--- config.mk ---
export PLATFORM = sky130hd
export DESIGN_NAME = adaptive_tpg
export DESIGN_NICKNAME = d
export VERILOG_FILES = /design/src/rtl/tpg_pkg.sv /design/src/rtl/tpg_cov_div.sv /design/src/rtl/adaptive_tpg.sv
export SDC_FILE = /design/constraint.sdc
export NUM_CORES = 1
export LEC_CHECK = 0
export CAP_MARGIN = 25
export CORE_AREA = 2 2 204 206
export DETAILED_ROUTE_END_ITERATION = 10
export DIE_AREA = 0 0 206 208
export GPL_TIMING_DRIVEN = 1
export PLACE_DENSITY = 0.8
export RECOVER_POWER = 25
export SYNTH_ARGS = -nofsm -noshare
export SYNTH_HDL_FRONTEND = slang
export SYNTH_SLANG_ARGS = --single-unit
--- constraint.sdc ---
create_clock -name clk -period 11.5 [get_ports clk]
set_input_delay 1.725 -clock clk [delete_from_list [all_inputs] [get_ports clk]]
set_output_delay 1.725 -clock clk [all_outputs]
set_load 0.01 [all_outputs]
--- src/rtl/tpg_pkg.sv ---
// Shared definitions for the adaptive test-pattern generator.
// Contents:
//   tpg_state_t   - controller state encoding
//   TAPS_*        - Galois feedback masks for common vector widths
//                   (left-shift form: bit i set = x^i term, x^W implied)
//   exp_update()  - expected-fault-count threshold update
package tpg_pkg;

    typedef enum logic [2:0] {
        S_IDLE,
        S_GEN,
        S_WAIT,
        S_EVAL,
        S_EMIT,
        S_DIV,
        S_DONE
    } tpg_state_t;

    // x^16 + x^14 + x^13 + x^11 + 1
    localparam logic [15:0]  TAPS_16  = 16'h6801;
    // x^32 + x^22 + x^2 + x + 1
    localparam logic [31:0]  TAPS_32  = 32'h0040_0007;
    // x^64 + x^63 + x^61 + x^60 + 1
    localparam logic [63:0]  TAPS_64  = 64'hB000_0000_0000_0001;
    // x^157 + x^156 + x^155 + x^145 + 1
    localparam logic [156:0] TAPS_157 = (157'(1) << 156) | (157'(1) << 155)
                                      | (157'(1) << 145) | 157'(1);

    // The sum is formed at 32 bits, wider than any fault count, so it
    // cannot wrap. The result never exceeds max(n, e).
    function automatic int unsigned exp_update(input int unsigned n,
                                               input int unsigned e);
        if (n < e) begin
            return e >> 1;
        end
        return (n + e) >> 1;
    endfunction

endpackage

--- src/rtl/tpg_cov_div.sv ---
// Restoring divider producing floor(i_dividend / NUM_FAULTS) as a 7-bit
// quotient. The caller guarantees the quotient fits in 7 bits
// (dividend = 100 * detected with detected <= NUM_FAULTS), so the upper
// dividend bits preload the remainder and only 7 iterations are needed.
// Ports:
//   clk, rst    clock, async active-high reset
//   i_start     load dividend and begin (ignored bits: none)
//   i_dividend  CNT_W+7 bit dividend
//   o_done      one-cycle strobe, quotient valid in that cycle
//   o_quot      7-bit quotient
module tpg_cov_div
    import tpg_pkg::*;
#(
    parameter int NUM_FAULTS = 1798,
    parameter int CNT_W      = $clog2(NUM_FAULTS + 1)
) (
    input  logic               clk,
    input  logic               rst,
    input  logic               i_start,
    input  logic [CNT_W+6:0]   i_dividend,
    output logic               o_done,
    output logic [6:0]         o_quot
);

    logic [CNT_W-1:0] r_rem;
    logic [6:0]       r_low;
    logic [6:0]       r_quot;
    logic [2:0]       r_cnt;
    logic             r_busy;

    logic [CNT_W:0]   w_trial;
    logic             w_ge;

    assign w_trial = {r_rem, r_low[6]};
    assign w_ge    = (w_trial >= (CNT_W+1)'(NUM_FAULTS));

    always_ff @(posedge clk or posedge rst) begin
        if (rst) begin
            r_rem  <= '0;
            r_low  <= '0;
            r_quot <= '0;
            r_cnt  <= '0;
            r_busy <= 1'b0;
        end else if (i_start) begin
            r_rem  <= i_dividend[CNT_W+6:7];
            r_low  <= i_dividend[6:0];
            r_quot <= '0;
            r_cnt  <= 3'd7;
            r_busy <= 1'b1;
        end else if (r_busy) begin
            if (r_cnt != 3'd0) begin
                r_rem  <= w_ge ? CNT_W'(w_trial - (CNT_W+1)'(NUM_FAULTS))
                               : CNT_W'(w_trial);
                r_low  <= {r_low[5:0], 1'b0};
                r_quot <= {r_quot[5:0], w_ge};
                r_cnt  <= r_cnt - 3'd1;
            end else begin
                r_busy <= 1'b0;
            end
        end
    end

    assign o_done = r_busy && (r_cnt == 3'd0);
    assign o_quot = r_quot;

endmodule

--- src/rtl/adaptive_tpg.sv ---
// Adaptive random test-pattern generator. A Galois LFSR proposes
// candidates, the fault engine reports newly detected faults for each,
// and an adaptive threshold decides which candidates are kept. Kept
// vectors are streamed out and accumulated into a coverage percentage.
// Ports:
//   clk, rst                      clock, async active-high reset
//   i_start, i_seed               start pulse and LFSR seed (0 -> 1)
//   o_cand_valid/i_cand_ready/o_cand_vec   candidate stream
//   i_res_valid, i_res_new        fault-engine result strobe and count
//   o_keep_valid/i_keep_ready/o_keep_vec   kept-vector stream
//   o_busy, o_done                run status
//   o_coverage_pct, o_kept_cnt, o_total_cnt   statistics
//
// state  | meaning
// IDLE   | after reset, waiting for start
// GEN    | first cycle steps LFSR, then offers candidate until accepted
// WAIT   | waiting for the engine's result strobe
// EVAL   | threshold update and keep/reject decision
// EMIT   | offering the kept vector until accepted
// DIV    | coverage percentage division, then stop-or-continue
// DONE   | finished; restartable with start
module adaptive_tpg
    import tpg_pkg::*;
#(
    parameter int               VEC_W      = 157,
    parameter logic [VEC_W-1:0] TAPS       = VEC_W'(1),
    parameter int               NUM_FAULTS = 1798,
    parameter int               INIT_EXP   = 2,
    parameter int               UT_LIMIT   = 20,
    parameter int               COV_PCT    = 90,
    parameter int               CNT_W      = $clog2(NUM_FAULTS + 1)
) (
    input  logic               clk,
    input  logic               rst,
    input  logic               i_start,
    input  logic [VEC_W-1:0]   i_seed,
    output logic               o_cand_valid,
    input  logic               i_cand_ready,
    output logic [VEC_W-1:0]   o_cand_vec,
    input  logic               i_res_valid,
    input  logic [CNT_W-1:0]   i_res_new,
    output logic               o_keep_valid,
    input  logic               i_keep_ready,
    output logic [VEC_W-1:0]   o_keep_vec,
    output logic               o_busy,
    output logic               o_done,
    output logic [6:0]         o_coverage_pct,
    output logic [15:0]        o_kept_cnt,
    output logic [15:0]        o_total_cnt
);

    localparam int UT_W = $clog2(UT_LIMIT + 1);

    tpg_state_t       r_state, w_next;
    logic [VEC_W-1:0] r_lfsr;
    logic             r_cand_valid;
    logic [CNT_W-1:0] r_n;
    logic [CNT_W-1:0] r_exp;
    logic [UT_W-1:0]  r_ut;
    logic [CNT_W-1:0] r_det;
    logic [6:0]       r_cov;
    logic [15:0]      r_kept;
    logic [15:0]      r_total;

    logic [VEC_W-1:0] w_step;
    logic [CNT_W-1:0] w_exp_next;
    logic             w_keep;
    logic [CNT_W:0]   w_det_sum;
    logic [CNT_W-1:0] w_det_next;
    logic [CNT_W+6:0] w_dividend;
    logic             w_div_start;
    logic             w_div_done;
    logic [6:0]       w_quot;

    assign w_step     = {r_lfsr[VEC_W-2:0], 1'b0} ^ (r_lfsr[VEC_W-1] ? TAPS : '0);
    assign w_exp_next = CNT_W'(exp_update(32'(r_n), 32'(r_exp)));
    assign w_keep     = (r_n >= w_exp_next) && (r_n != '0);
    assign w_det_sum  = {1'b0, r_det} + {1'b0, r_n};
    assign w_det_next = (w_det_sum > (CNT_W+1)'(NUM_FAULTS)) ? CNT_W'(NUM_FAULTS)
                                                             : w_det_sum[CNT_W-1:0];
    // r_det is already updated by EVAL when the division is launched.
    assign w_dividend  = (CNT_W+7)'(r_det) * (CNT_W+7)'(100);
    assign w_div_start = (r_state == S_EMIT) && i_keep_ready;

    tpg_cov_div #(
        .NUM_FAULTS (NUM_FAULTS),
        .CNT_W      (CNT_W)
    ) u_cov_div (
        .clk        (clk),
        .rst        (rst),
        .i_start    (w_div_start),
        .i_dividend (w_dividend),
        .o_done     (w_div_done),
        .o_quot     (w_quot)
    );

    always_ff @(posedge clk or posedge rst) begin
        if (rst) begin
            r_state <= S_IDLE;
        end else begin
            r_state <= w_next;
        end
    end

    always_comb begin
        w_next       = r_state;
        o_keep_valid = 1'b0;
        o_busy       = 1'b1;
        o_done       = 1'b0;
        unique case (r_state)
            S_IDLE: begin
                o_busy = 1'b0;
                if (i_start) w_next = S_GEN;
            end
            S_DONE: begin
                o_busy = 1'b0;
                o_done = 1'b1;
                if (i_start) w_next = S_GEN;
            end
            S_GEN:  if (r_cand_valid && i_cand_ready) w_next = S_WAIT;
            S_WAIT: if (i_res_valid) w_next = S_EVAL;
            S_EVAL: begin
                if (w_keep)                         w_next = S_EMIT;
                else if (r_ut == UT_W'(UT_LIMIT))   w_next = S_DONE;
                else                                w_next = S_GEN;
            end
            S_EMIT: begin
                o_keep_valid = 1'b1;
                if (i_keep_ready) w_next = S_DIV;
            end
            S_DIV: begin
                if (w_div_done) w_next = (w_quot >= 7'(COV_PCT)) ? S_DONE : S_GEN;
            end
            default: w_next = S_IDLE;
        endcase
    end

    always_ff @(posedge clk or posedge rst) begin
        if (rst) begin
            r_lfsr       <= VEC_W'(1);
            r_cand_valid <= 1'b0;
            r_n          <= '0;
            r_exp        <= CNT_W'(INIT_EXP);
            r_ut         <= '0;
            r_det        <= '0;
            r_cov        <= '0;
            r_kept       <= '0;
            r_total      <= '0;
        end else begin
            unique case (r_state)
                S_IDLE, S_DONE: begin
                    if (i_start) begin
                        r_lfsr  <= (i_seed == '0) ? VEC_W'(1) : i_seed;
                        r_exp   <= CNT_W'(INIT_EXP);
                        r_ut    <= '0;
                        r_det   <= '0;
                        r_cov   <= '0;
                        r_kept  <= '0;
                        r_total <= '0;
                    end
                end
                S_GEN: begin
                    // r_cand_valid low marks the step cycle on GEN entry.
                    if (!r_cand_valid) begin
                        r_lfsr       <= w_step;
                        r_cand_valid <= 1'b1;
                        r_ut         <= r_ut + UT_W'(1);
                        if (r_total != 16'hFFFF) r_total <= r_total + 16'd1;
                    end else if (i_cand_ready) begin
                        r_cand_valid <= 1'b0;
                    end
                end
                S_WAIT: if (i_res_valid) r_n <= i_res_new;
                S_EVAL: begin
                    r_exp <= w_exp_next;
                    if (w_keep) begin
                        r_ut  <= '0;
                        r_det <= w_det_next;
                        if (r_kept != 16'hFFFF) r_kept <= r_kept + 16'd1;
                    end
                end
                S_DIV: if (w_div_done) r_cov <= w_quot;
                default: ;
            endcase
        end
    end

    assign o_cand_valid   = r_cand_valid;
    assign o_cand_vec     = r_cand_valid ? r_lfsr : '0;
    assign o_keep_vec     = (r_state == S_EMIT) ? r_lfsr : '0;
    assign o_coverage_pct = r_cov;
    assign o_kept_cnt     = r_kept;
    assign o_total_cnt    = r_total;

endmodule

# Yosys cells after proc, flatten, opt, wreduce, memory -nomap -nowiden

Cells that the tools add are included.
W data, S select, Z words.

Register bits: 267
Latch bits: 0
Bits in writable memories: 0
ROM bits: 0
Input bits: 174
Output and inout port bits: 357
Word-level logic and storage cells: 133
Memories: 0

Add/subtract/negate cells: 7
Multiply operators: 1
Div/mod/pow operators: 0
Magnitude comparators: 5
Equality and inequality tests: 18
Shift operators: 0
Multiplexer cells: 60
Bitwise operators: 1
Reductions and logical operators: 26

Operator list:

| cell                    | number |
|---|---|
| $mux W157               | 5 |
| $pmux W157 S2           | 1 |
| $logic_not A157 Y1      | 1 |
| $xor A157 B1 Y157       | 1 |
| $mux W11                | 9 |
| $mux W16                | 5 |
| $pmux W16 S2            | 2 |
| $mux W7                 | 8 |
| $pmux W11 S2            | 2 |
| $mux W3                 | 11 |
| $add A16 B1 Y16 const B | 2 |
| $ne A16 B16 Y1 const B  | 2 |
| $add A11 B11 Y12        | 2 |
| $pmux W3 S6             | 1 |
| $mul A11 B5 Y16 const B | 1 |
| $mux W5                 | 3 |
| $pmux W5 S3             | 1 |
| $ne A2 B2 Y1 const B    | 7 |
| $pmux W7 S2             | 1 |
| $ge A12 B11 Y1 const B  | 1 |
| $gt A12 B11 Y1 const B  | 1 |
| $reduce_and A4 Y1       | 3 |
| $ge A11 B11 Y1          | 1 |
| $lt A11 B11 Y1          | 1 |
| other kinds (20)        | 46 |

# Longest topological paths before layout

Gate-level depths: netlist (run 1).

Word-level depth: 7
Gate-level depth with buffers: 18
Mapped depth without buffers: 16

# Cells and area by module

Synthesis (run 1) repeated with hierarchy kept, for this count alone.

Cells, all modules: 2,129
Area total of the unflattened synthesis: 17,284.1 sq um

Modules (own cells, without submodules):

| module       | instances | cells each | area each (sq um) | seq. area each (sq um) |
|---|---|---|---|---|
| adaptive_tpg | 1         | 1,964      | 15,782.6          | 5,958.2 |
| tpg_cov_div  | 1         | 165        | 1,501.4           | 725.7 |

# Worst setup path before layout (run 1)

OpenSTA, ideal clock, no wires.

Path type: reg2reg
From: register r_n[10]
To: register r_kept[0] (netlist: o_kept_cnt[0])
Library setup time: 125 ps
Arrival: 3,933 ps
Data required time: 11,375 ps
Setup slack: 7,442 ps
Stages on the path, launching flop included: 17
Path buffers: 1
Path through: dfrtp_1 > ha_1 > or4_1 > a221oi_1 > o21ai_0 > o22a_1 > clkbuf_1 > nand2_1 > o21ai_1 > ha_1 > a21o_1 > a31oi_1 > or3_1 > a311oi_4 > nor2_1 > nor2_1 > mux2_2

Cells in the longest elaborated chain, start to end: 7
Elaborated cells on any way between the ends: 10
Classes of those cells: add/sub (1); order compare (2); eq/ne (1); mux (3); reduce/logical (3)

Ends and longest elaborated chain:

| element                             | line                | text |
|---|---|---|
| from (decl)                         | adaptive_tpg.sv:57  | `logic [CNT_W-1:0] r_n;` |
| from (signal assigned)              | adaptive_tpg.sv:173 | `S_WAIT: if (i_res_valid) r_n <= i_res_new;` |
| $lt A11 B11 Y1                      | tpg_pkg.sv:33       | `if (n < e) begin` |
| $mux W10 or $mux W1 (tied branches) | tpg_pkg.sv:33       |  |
| $mux W11                            | tpg_pkg.sv:36       | `return (n + e) >> 1;` |
| $ge A11 B11 Y1                      | adaptive_tpg.sv:77  | `assign w_keep = (r_n >= w_exp_next) && (r_n != '0);` |
| $logic_and A1 B1 Y1 (*)             | adaptive_tpg.sv:77  |  |
| $ne A2 B2 Y1 (no line) (*)          | n/a                 |  |
| $reduce_and A4 Y1 (no line) (*)     | n/a                 |  |
| to (signal assigned)                | adaptive_tpg.sv:179 | `if (r_kept != 16'hFFFF) r_kept <= r_kept + 16'd1;` |
| to (decl)                           | adaptive_tpg.sv:62  | `logic [15:0] r_kept;` |

Every way passes the cells marked *; elsewhere a longest branch is shown, timed or not.
A chain may end at the register's enable or synchronous reset.

==> metrics, run 1 <==
Layout Cells excl Fill=3,124; PortBufs=530; CTS Buffer Depth=3; DRT Wirelength=68,900 um; first-pass GRT wire length=104,000 um; pins over their slew limit=196; Final setup viols=0; commonest non-fill, non-tap cells in the layout=clkdlybuf4s50_1 (526), nand2_1 (312), dfrtp_1 (262), nor2_1 (228), and3_1 (169); design area=0.0238 mm^2; nets=2,834; clk_lat worst skew=0.57 ns; clk root buf=clkbuf_16; Crit path largest cell delay=3.21 ns; CTS sink count=265; TritonCTS clock tree=done; area post-placement=0.0227 mm^2; largest net degree at the start of global routing=124; share of layout cells above drive strength 1=0.0394; Seq cells post-synth=265; Distinct cells, synth=71; dpl cells=3,063; H-tree lvl count=1; initial DRC count=1,820; minimum clock period=6.57 ns; post-synthesis cell count=2,132; Setup crit start kind=input port; die footprint=0.0428 mm^2; final hold violations=0; crit path kind=in -> async; io pins=531; Worst slew margin=-2.87; Yosys Warn Count=0; fmax=152 MHz; run status=finished with violations; Crit path depth=2; DR DRC count=0; failing checks=max-capacitance violations, max-slew violations; commonest non-fill, non-tap cell in the layout=clkdlybuf4s50_1; Global Route Usage Sum=0.314; synthesized area per cell=8.03 um^2; register area=0.00664 mm^2; Syn Std Cell Area=0.0171 mm^2; Main synth FF type=dfrtp_1; fillers=3,617; CP cell instances=dlygate4sd3_1, clkinvlp_2; # hold bufs at CTS=0; # Post-CTS Setup Buffers=0; total gr overflow=0; clk slew on worst S/H paths=0.07 ns; Core Box Area=0.0406 mm^2; pre-CTS setup slack=6.02 ns; Final period util=0.571; Finished Core Util=0.588; Max-Cap Viols=2; FFs w/ async S/R, synth=1.00; VDD IR max=0.206 mV; ANT nets after route=0; Vias/cell=5.72; worst path arrival time=5.56 ns; number of synthesized flops with an enable pin=0; actual slew at the worst max-slew pin=5.77 ns; Die Ht=208 um; hpwl dp=51,000 um; hold crit path type=reg -> reg; area grow syn2layout=39.2%; number of global-route vias before repair=17,300; drt wl/cell=22.0 um; row count=74; cts bufs inserted=31; Chip Width=206 um; post-layout worst setup margin=4.93 ns; initial antenna violation count=7; Static Leak=0.0105 uW; Post-Route Skew=0.0114 ns; unrepaired setup endpoints after global routing=no; Max Fanout on Critical Path=123; CP required=10.49 ns; FF-to-FF path depth=15; post-cts sizing count=0; CP endpoint kind=asynchronous set/reset pin; drt pass-1 iters=6; hold path depth=2; area taken by multi-input logic gates=0.00972 mm^2; Crit path buffers/inverters=2; Critical-path top delay cell=clkinvlp_2; PD cells=294 mW/mm^2; setup TNS=0 ns; routed via count=17,900; Crit path max-delay family=buffers and inverters; syn nets=2,401; RD Place Congestion=0.961; initial core utilization=0.422; sequential-to-total area share from yosys stat=0.388
-- path summary, 6_finish.rpt --
check,to,slack [ns],startpoint
setup / recovery,o_cand_valid,4.93,rst
hold / removal,u_cov_div.r_cnt[1],0.51,u_cov_div.r_cnt[1]
setup reg to reg,o_kept_cnt[0],6.48,r_n[10]
hold reg to reg,u_cov_div.r_cnt[1],0.51,u_cov_div.r_cnt[1]
max in group clk,o_keep_vec[23],6.40,r_state[2]
min in group asynchronous,r_lfsr[4],3.41,rst
-- sequential cells by signal (all words and copies together), names as in the netlist, 5 cells and up --
signal	count
r_ut	5
u_cov_div.r_low	5
r_det	11
r_exp	11
r_n	11
o_total_cnt	16
o_kept_cnt	16
o_coverage_pct	7
u_cov_div.o_quot	7
r_lfsr	157
u_cov_div.r_rem	11
-- power by group --
group / switching (uW) / leakage (uW) / internal, uW
Clock: 415 / 0.000531 / 641
Combinational: 2170 / 0.00685 / 1790
Sequential: 646 / 0.00316 / 1340
-- cell type report --
class | count | area share
repair buffers | 549 | 0.230
clock inverters | 11 | 0.00703
well taps | 532 | 0.0279
clock buffers | 46 | 0.0387
inverters | 64 | 0.0102
diodes | 3 | 0.000315
multi-input cells | 1654 | 0.408
flip-flops and latches | 265 | 0.278
-- per-stage QoR --
step | hold WS (ns) | total power, uW
after floorplan | 0.467 | 4160
after global placement | 0.493 | 5760
after detailed placement | 0.499 | 5890
after CTS | 0.513 | 6980
after global routing | 0.545 | 7500
final | 0.513 | 7020
-- cell usage after synthesis (all sizes together) (12+ instances only) --
cell	instances	area [um^2]
dfrtp	263	6580
a211oi	12	95.1
ha	87	1090
o21ai	148	741
nor4	46	288
nand4	21	131
nand2	312	1170
and3	169	1060
a21oi	129	653
clkbuf	139	522
nor2	228	856
and2	160	1000
nand3	35	175
nor3	14	75.1
a21o	12	91.3
xnor2	26	228
a31oi	94	588
inv	64	240
xor2	27	236
-- routing by layer --
| layer | track usage | vias up | wire length, um |
|---|---|---|---|
| met1 | 0.405 | 8717 | 27900 |
| met3 | 0.0608 | 139 | 4930 |
| met2 | 0.533 | 741 | 33700 |
| met4 | 0.0877 | 8 | 2240 |
| li1 | - | 8258 | - |
| met5 | 0 | - | 60 |
-- cell families (layout without fill, tap and decap cells) --
group | count (synthesis) | in the layout | synth area share
AOI/OAI and AO/OA | 455 | 455 | 0.157
xor gates and xnor gates | 53 | 53 | 0.0271
adders and majority gates | 95 | 95 | 0.0729
buffers and inverters | 213 | 670 | 0.0472
DFF | 265 | 265 | 0.388
muxes | 13 | 13 | 0.00841
other | 0 | 3 | 0
and+or+nand+nor | 1038 | 1038 | 0.300
(Power assumes the default switching activity.)
==> run 2: changes to the inputs <==
--- a/config.mk
+++ b/config.mk
@@ -6,9 +6,9 @@
 export NUM_CORES = 1
 export LEC_CHECK = 0
 export CAP_MARGIN = 25
-export CORE_AREA = 2 2 204 206
+export CORE_AREA = 2 2 209 211
 export DETAILED_ROUTE_END_ITERATION = 10
-export DIE_AREA = 0 0 206 208
+export DIE_AREA = 0 0 211 213
 export GPL_TIMING_DRIVEN = 1
 export PLACE_DENSITY = 0.8
 export RECOVER_POWER = 25
==> constraint.sdc (replaced) <==
create_clock -name clk -period 5.72 [get_ports clk]
set_input_delay 0.858 -clock clk [delete_from_list [all_inputs] [get_ports clk]]
set_output_delay 0.858 -clock clk [all_outputs]
set_load 0.01 [all_outputs]
==> run 2 against run 1 <==
The run still ends with max-capacitance violations, max-slew violations left. Core utilization shrank 2.8 points. Combinational power grew 100%. Non-clock buffer count grew 2. Wire length grew 2.4%. Critical endpoint is now o_kept_cnt[0]. Largest cell class unchanged.
==> metrics, run 2 (same netlist as run 1, synthesis figures left out) <==
io pins=531 (unchanged); actual slew at the worst max-slew pin=3.11 ns (-2.66 ns); Seq pwr share=0.280 (-0.004); RD Place Congestion=0.957 (-0.46%); ANT nets after route=0 (unchanged); nets=2,836 (+0.071%); Vias/cell=5.80 (+1.5%); worst path arrival time=5.31 ns (-0.25 ns); Final period util=0.847; CTS sink count=265 (unchanged); Logic pwr share=0.573 (+0.007); initial DRC count=1,813 (-0.38%); initial antenna violation count=12 (+5); clk_lat worst skew=0.59 ns (+0.02 ns); PD cells=590 mW/mm^2 (+100%); Global Route Usage Sum=0.305 (-0.00880); routed via count=18,200 (+2.1%); Post-Route Skew=0.0152 ns (+0.00378 ns); minimum clock period=4.85 ns; cts bufs inserted=31 (unchanged); crit path kind=reg -> reg; CP required=6.18 ns (-4.31 ns); register bank with the most flops=r_lfsr; drt pass-1 iters=5 (-1); commonest non-fill, non-tap cells in the layout=clkdlybuf4s50_1 (529), nand2_1 (311), dfrtp_1 (262), nor2_1 (228), and3_1 (169); fillers=3,741 (+3.4%); DRT Wirelength=70,500 um (+2.4%); setup TNS=0 ns (unchanged); Internal=7540 uW (+100%); Die Ht=213 um (+2.4%); post-layout worst setup margin=0.873 ns (-4.06 ns); # hold bufs at CTS=0 (unchanged); final hold violations=0 (unchanged); Core Box Area=0.0427 mm^2 (+5.3%); DR DRC count=0 (unchanged); commonest non-fill, non-tap cell in the layout=clkdlybuf4s50_1; run status=finished with violations; area grow syn2layout=39.6%; drt wl/cell=22.4 um (+1.8%); post-cts sizing count=0 (unchanged); pins over their slew limit=118 (-40%); Psw=6550 uW (+100%); # Post-CTS Setup Buffers=0 (unchanged); Max-Cap Viols=1 (-1); Chip Width=211 um (+2.4%); TritonCTS clock tree=done; fmax=206 MHz; PortBufs=530 (unchanged); die footprint=0.0449 mm^2 (+4.9%); hold path depth=2 (unchanged); share of layout cells above drive strength 1=0.0413 (+0.00193); max reg flops=157 (unchanged); total gr overflow=0 (unchanged); pre-CTS setup slack=0.899 ns (-5.12 ns); clk slew on worst S/H paths=0.06 ns (about the same); hpwl dp=52,100 um (+2.2%); Max Fanout on Critical Path=21 (-83%); H-tree lvl count=1 (unchanged); failing checks=max-capacitance violations, max-slew violations; Setup crit start kind=register; largest net degree at the start of global routing=149 (+20%); first-pass GRT wire length=106,000 um (+1.5%); Final setup viols=0 (unchanged); clk root buf=clkbuf_16; CTS Buffer Depth=3 (unchanged); switching portion of total power=0.465 (+0.00341); number of global-route vias before repair=17,300 (+0.14%); FF-to-FF path depth=15 (unchanged); clock power share=0.147 (-0.004); VDD IR max=0.392 mV (+90%); unrepaired setup endpoints after global routing=no; initial core utilization=0.401 (-0.0212); Static Leak=0.0105 uW (about the same); row count=76 (+2.7%); Worst slew margin=-1.07 (+1.80); worst hold slack=0.527 ns (+0.0144 ns); CP endpoint kind=register; hold crit path type=reg -> reg
-- run 2: final timing paths --
check | slack (ns) | end | start
worst max register to register | 0.87 | o_kept_cnt[0] | r_n[10]
max in group asynchronous | 1.90 | r_lfsr[80] | rst
worst min-delay path | 0.53 | r_lfsr[0] | r_lfsr[0]
min in group asynchronous | 0.99 | r_exp[2] | rst
worst max-delay path | 0.87 | o_kept_cnt[0] | r_n[10]
worst min register to register | 0.53 | r_lfsr[0] | r_lfsr[0]
-- run 2: per-layer routing --
metal  global-route usage  up-vias  share of wire
met5                    0        -         0.0012
met4                0.115       12          0.041
met3               0.0625      150          0.079
met2                0.506      860           0.48
met1                0.393     8930           0.40
li1                     -     8281              -
-- run 2: layout make-up --
type | instances | area (um^2) | share of cell area
Clock inverter | 13 | 186 | 0.00780
Timing Repair Buffer | 551 | 5520 | 0.231
Tap cell | 546 | 683 | 0.0286
Antenna cell | 8 | 20.0 | 0.000838
Inverter | 64 | 244 | 0.0102
Multi-Input combinational cell | 1654 | 9740 | 0.408
Sequential cell | 265 | 6640 | 0.278
Clock buffer | 42 | 857 | 0.0359
-- run 2: through the flow --
stage,std cells,total power [uW],utilization,cell area (um^2)
5_1_grt,3137,15100,0.559,23900
3_5_place_dp,3080,11900,0.535,22800
2_1_floorplan,2132,8370,-,17100
3_3_place_gp,3078,11700,0.534,22800
6_report,3143,14100,0.560,23900
4_1_cts,3135,14000,0.559,23900
-- run 2: power by group through the flow --
stage | Sequential [uW] | Combinational (uW) | Clock, uW
6_report | 3950 | 8070 | 2070
5_1_grt | 4020 | 8860 | 2190
4_1_cts | 3900 | 8030 | 2100
3_5_place_dp | 3920 | 7980 | 0
3_3_place_gp | 3880 | 7790 | 0
2_1_floorplan | 3270 | 5100 | 0
-- run 2: critical path, cell delays in order, from the launching register on --
cell      delay, ns
dfrtp_1        0.45
ha_1           0.26
or4_1          0.52
a221oi_1       0.21
o21ai_0        0.13
o22a_1         0.51
nor2_1         0.19
a21oi_1        0.08
ha_1           0.31
nand2b_1       0.10
a31oi_1        0.11
or3_1          0.45
a311oi_4       0.53
nor2_1         0.25
nor2_1         0.28
mux2_2         0.37
==> run 3: changes to the inputs <==
==> constraint.sdc (replaced) <==
create_clock -name clk -period 3.99 [get_ports clk]
set_input_delay 0.5985 -clock clk [delete_from_list [all_inputs] [get_ports clk]]
set_output_delay 0.5985 -clock clk [all_outputs]
set_load 0.01 [all_outputs]
==> run 3 against run 2 <==
The run still ends with max-capacitance violations, max-slew violations left. Clock skew grew 0.0055 ns. Cell area grew 3.6%. Sequential power grew 40%. Clock power grew 38%. Combinational power grew 59%. Clock-buffer cell count is the same. Critical endpoint is now o_kept_cnt[12]. Largest cell class unchanged. Largest power group unchanged.
==> metrics, run 3 (same netlist as run 1, synthesis figures left out) <==
initial core utilization=0.401 (unchanged); Post-Route Skew=0.0207 ns (+0.00554 ns); run status=finished with violations; R2R setup slack=0.02 ns (-0.85 ns); Chip Width=211 um (unchanged); Global Route Usage Sum=0.303 (-0.00187); PD cells=856 mW/mm^2 (+45%); initial DRC count=1,716 (-5.4%); total gr overflow=0 (unchanged); max reg flops=157 (unchanged); Critical-path top delay cell=or4_4; GR peak layer=met2; hpwl dp=53,300 um (+2.2%); Static Leak=0.0110 uW (+4.2%); CP required=4.42 ns (-1.76 ns); VDD IR max=0.650 mV (+66%); Final setup viols=0 (unchanged); largest net degree at the start of global routing=123 (-17%); clk slew on worst S/H paths=0.06 ns (about the same); share of layout cells above drive strength 1=0.0885 (+0.0471); drt wl/cell=22.1 um (-1.5%); first-pass GRT wire length=106,000 um (about the same); Vias/cell=5.71 (-1.5%); DRT Wirelength=71,000 um (+0.77%); nets=2,915 (+2.8%); fillers=3,687 (-1.4%); TritonCTS clock tree=done; met3 Track Usage GR=0.0641 (+0.00162); unrepaired setup endpoints after global routing=yes; routed via count=18,400 (+0.79%); Worst slew margin=-0.470 (+0.603); WHS Endpoint=u_cov_div.r_cnt[0]; CTS Buffer Depth=3 (unchanged); commonest non-fill, non-tap cells in the layout=clkdlybuf4s50_1 (529), nand2_1 (309), dfrtp_1 (261), nor2_1 (224), and3_1 (169); Setup crit start kind=register; commonest non-fill, non-tap cell in the layout=clkdlybuf4s50_1; Max-Cap Viols=3 (+2); Crit path largest cell delay=0.53 ns (about the same); H-tree lvl count=1 (unchanged); Finished Core Util=0.580 (+0.0204); drt pass-1 iters=7 (+2); register bank with the most flops=r_lfsr; DR DRC count=0 (unchanged); PortBufs=530 (unchanged); io pins=531 (unchanged); area grow syn2layout=44.6%; CP endpoint kind=register; FF-to-FF path depth=18 (+3); final hold violations=0 (unchanged); row count=76 (unchanged); Die Ht=213 um (unchanged); worst path arrival time=4.40 ns (-0.91 ns); Core Box Area=0.0427 mm^2 (unchanged); minimum clock period=3.97 ns (-0.881 ns); die footprint=0.0449 mm^2 (unchanged); hold path depth=2 (unchanged); crit path kind=reg -> reg; Max Fanout on Critical Path=7 (-67%); clk root buf=clkbuf_16; pins over their slew limit=216 (+83%); CP cell instances=inv_2, ha_4, or4_4, a221oi_2, o21ai_1, o22a_2, buf_6, nand2_1, o21ai_2, ha_1, nand2_1, or3_4, a311oi_4, buf_6, o21ai_4, buf_4, o21ai_0, a21oi_2; RD Place Congestion=0.984 (+2.8%); ANT nets after route=0 (unchanged); FF-to-FF End=o_kept_cnt[12]; clk_lat worst skew=0.58 ns (about the same); cts bufs inserted=31 (unchanged); pre-CTS setup slack=-0.301 ns (-1.20 ns); met2 usage=0.514 (+0.00851); worst reg2reg startpoint=r_exp[10]; post-layout worst setup margin=0.0241 ns (-0.849 ns); failing checks=max-capacitance violations, max-slew violations; initial antenna violation count=3 (-9); hold crit path type=reg -> reg; actual slew at the worst max-slew pin=2.21 ns (-0.904 ns); met1 Use GR=0.386 (-0.00670); fmax=252 MHz (+22%); CTS sink count=265 (unchanged); Final period util=0.994 (+0.147); Hold Startpoint=u_cov_div.r_cnt[0]; number of global-route vias before repair=17,700 (+2.4%)
[run 3: changes by cell type in the layout (fill, tap and decap cells not counted), sizes merged]
cell      change
diode         -6
clkinvlp      -2
clkbuf        +3
bufinv        -2
o22a          +1
clkinv        +4
o21ai         +2
buf          +73
[run 3: final cells by class]
type,count,area (um^2),area share
Timing Repair Buffer,627,6130,0.247
Tap cell,546,683,0.0276
Antenna cell,2,5.00,0.000202
Multi-Input combinational cell,1657,10000,0.406
Clock inverter,13,135,0.00546
Sequential cell,265,6640,0.268
Clock buffer,42,887,0.0358
Inverter,64,244,0.00985
[run 3: worst max-delay path by stage]
| stage | start | to | cells past startpoint |
|---|---|---|---|
| after detailed placement | r_exp[1] | o_kept_cnt[1] | 18 |
| final | r_exp[10] | o_kept_cnt[12] | 18 |
| after CTS | r_exp[10] | o_kept_cnt[15] | 20 |
| after global placement | r_exp[1] | o_kept_cnt[1] | 18 |
| after global routing | r_exp[4] | o_kept_cnt[12] | 17 |
| after floorplan | rst | o_cand_valid | 1 |
[run 3: through the flow]
step | instances | TNS [ns] | power (uW) | hold WS (ns) | cell area, um^2
finish | 3216 | 0 | 21200 | 0.531 | 24800
global route | 3214 | -1.69 | 22600 | 0.554 | 24800
CTS | 3210 | 0 | 20800 | 0.486 | 24600
detailed placement | 3148 | -5.57 | 17600 | 0.513 | 23400
global placement | 3148 | -3.73 | 17300 | 0.493 | 23400
floorplan | 2132 | -27.45 | 12000 | 0.467 | 17100
[run 3: timing repair]
action                                  in CTS  in global routing
hold buffers                                 0                  0
endpoints found under the setup margin      26                 34
buffers inserted                             6                  2
gates resized for setup                     24                 51
gates cloned                                 1                  2
pin swaps                                    5                 23
[run 3: where the power goes]
| group | total [uW] | leakage (uW) | internal [uW] | switching (uW) |
|---|---|---|---|---|
| Clock | 2860 | 0.000502 | 1680 | 1180 |
| Combinational | 12800 | 0.00732 | 5950 | 6860 |
| Sequential | 5530 | 0.00316 | 3870 | 1650 |
[run 3: worst max-delay path: cells and delay by family, from the launching register on]
| family | cells | cell delay (ns) |
|---|---|---|
| AO/OA/AOI/OAI | 8 | 1.39 |
| adder cells (fa/ha/maj) | 2 | 0.42 |
| buffers and inverters | 4 | 0.58 |
| flip-flops | 1 | 0.36 |
| AND/OR/NAND/NOR | 4 | 1.09 |
[run 3: routing by layer]
metal / wire length (um) / up-vias
met3: 5520 / 143
met4: 2720 / 4
met1: 28300 / 8963
li1: - / 8431
met2: 34500 / 836
met5: 22 / -
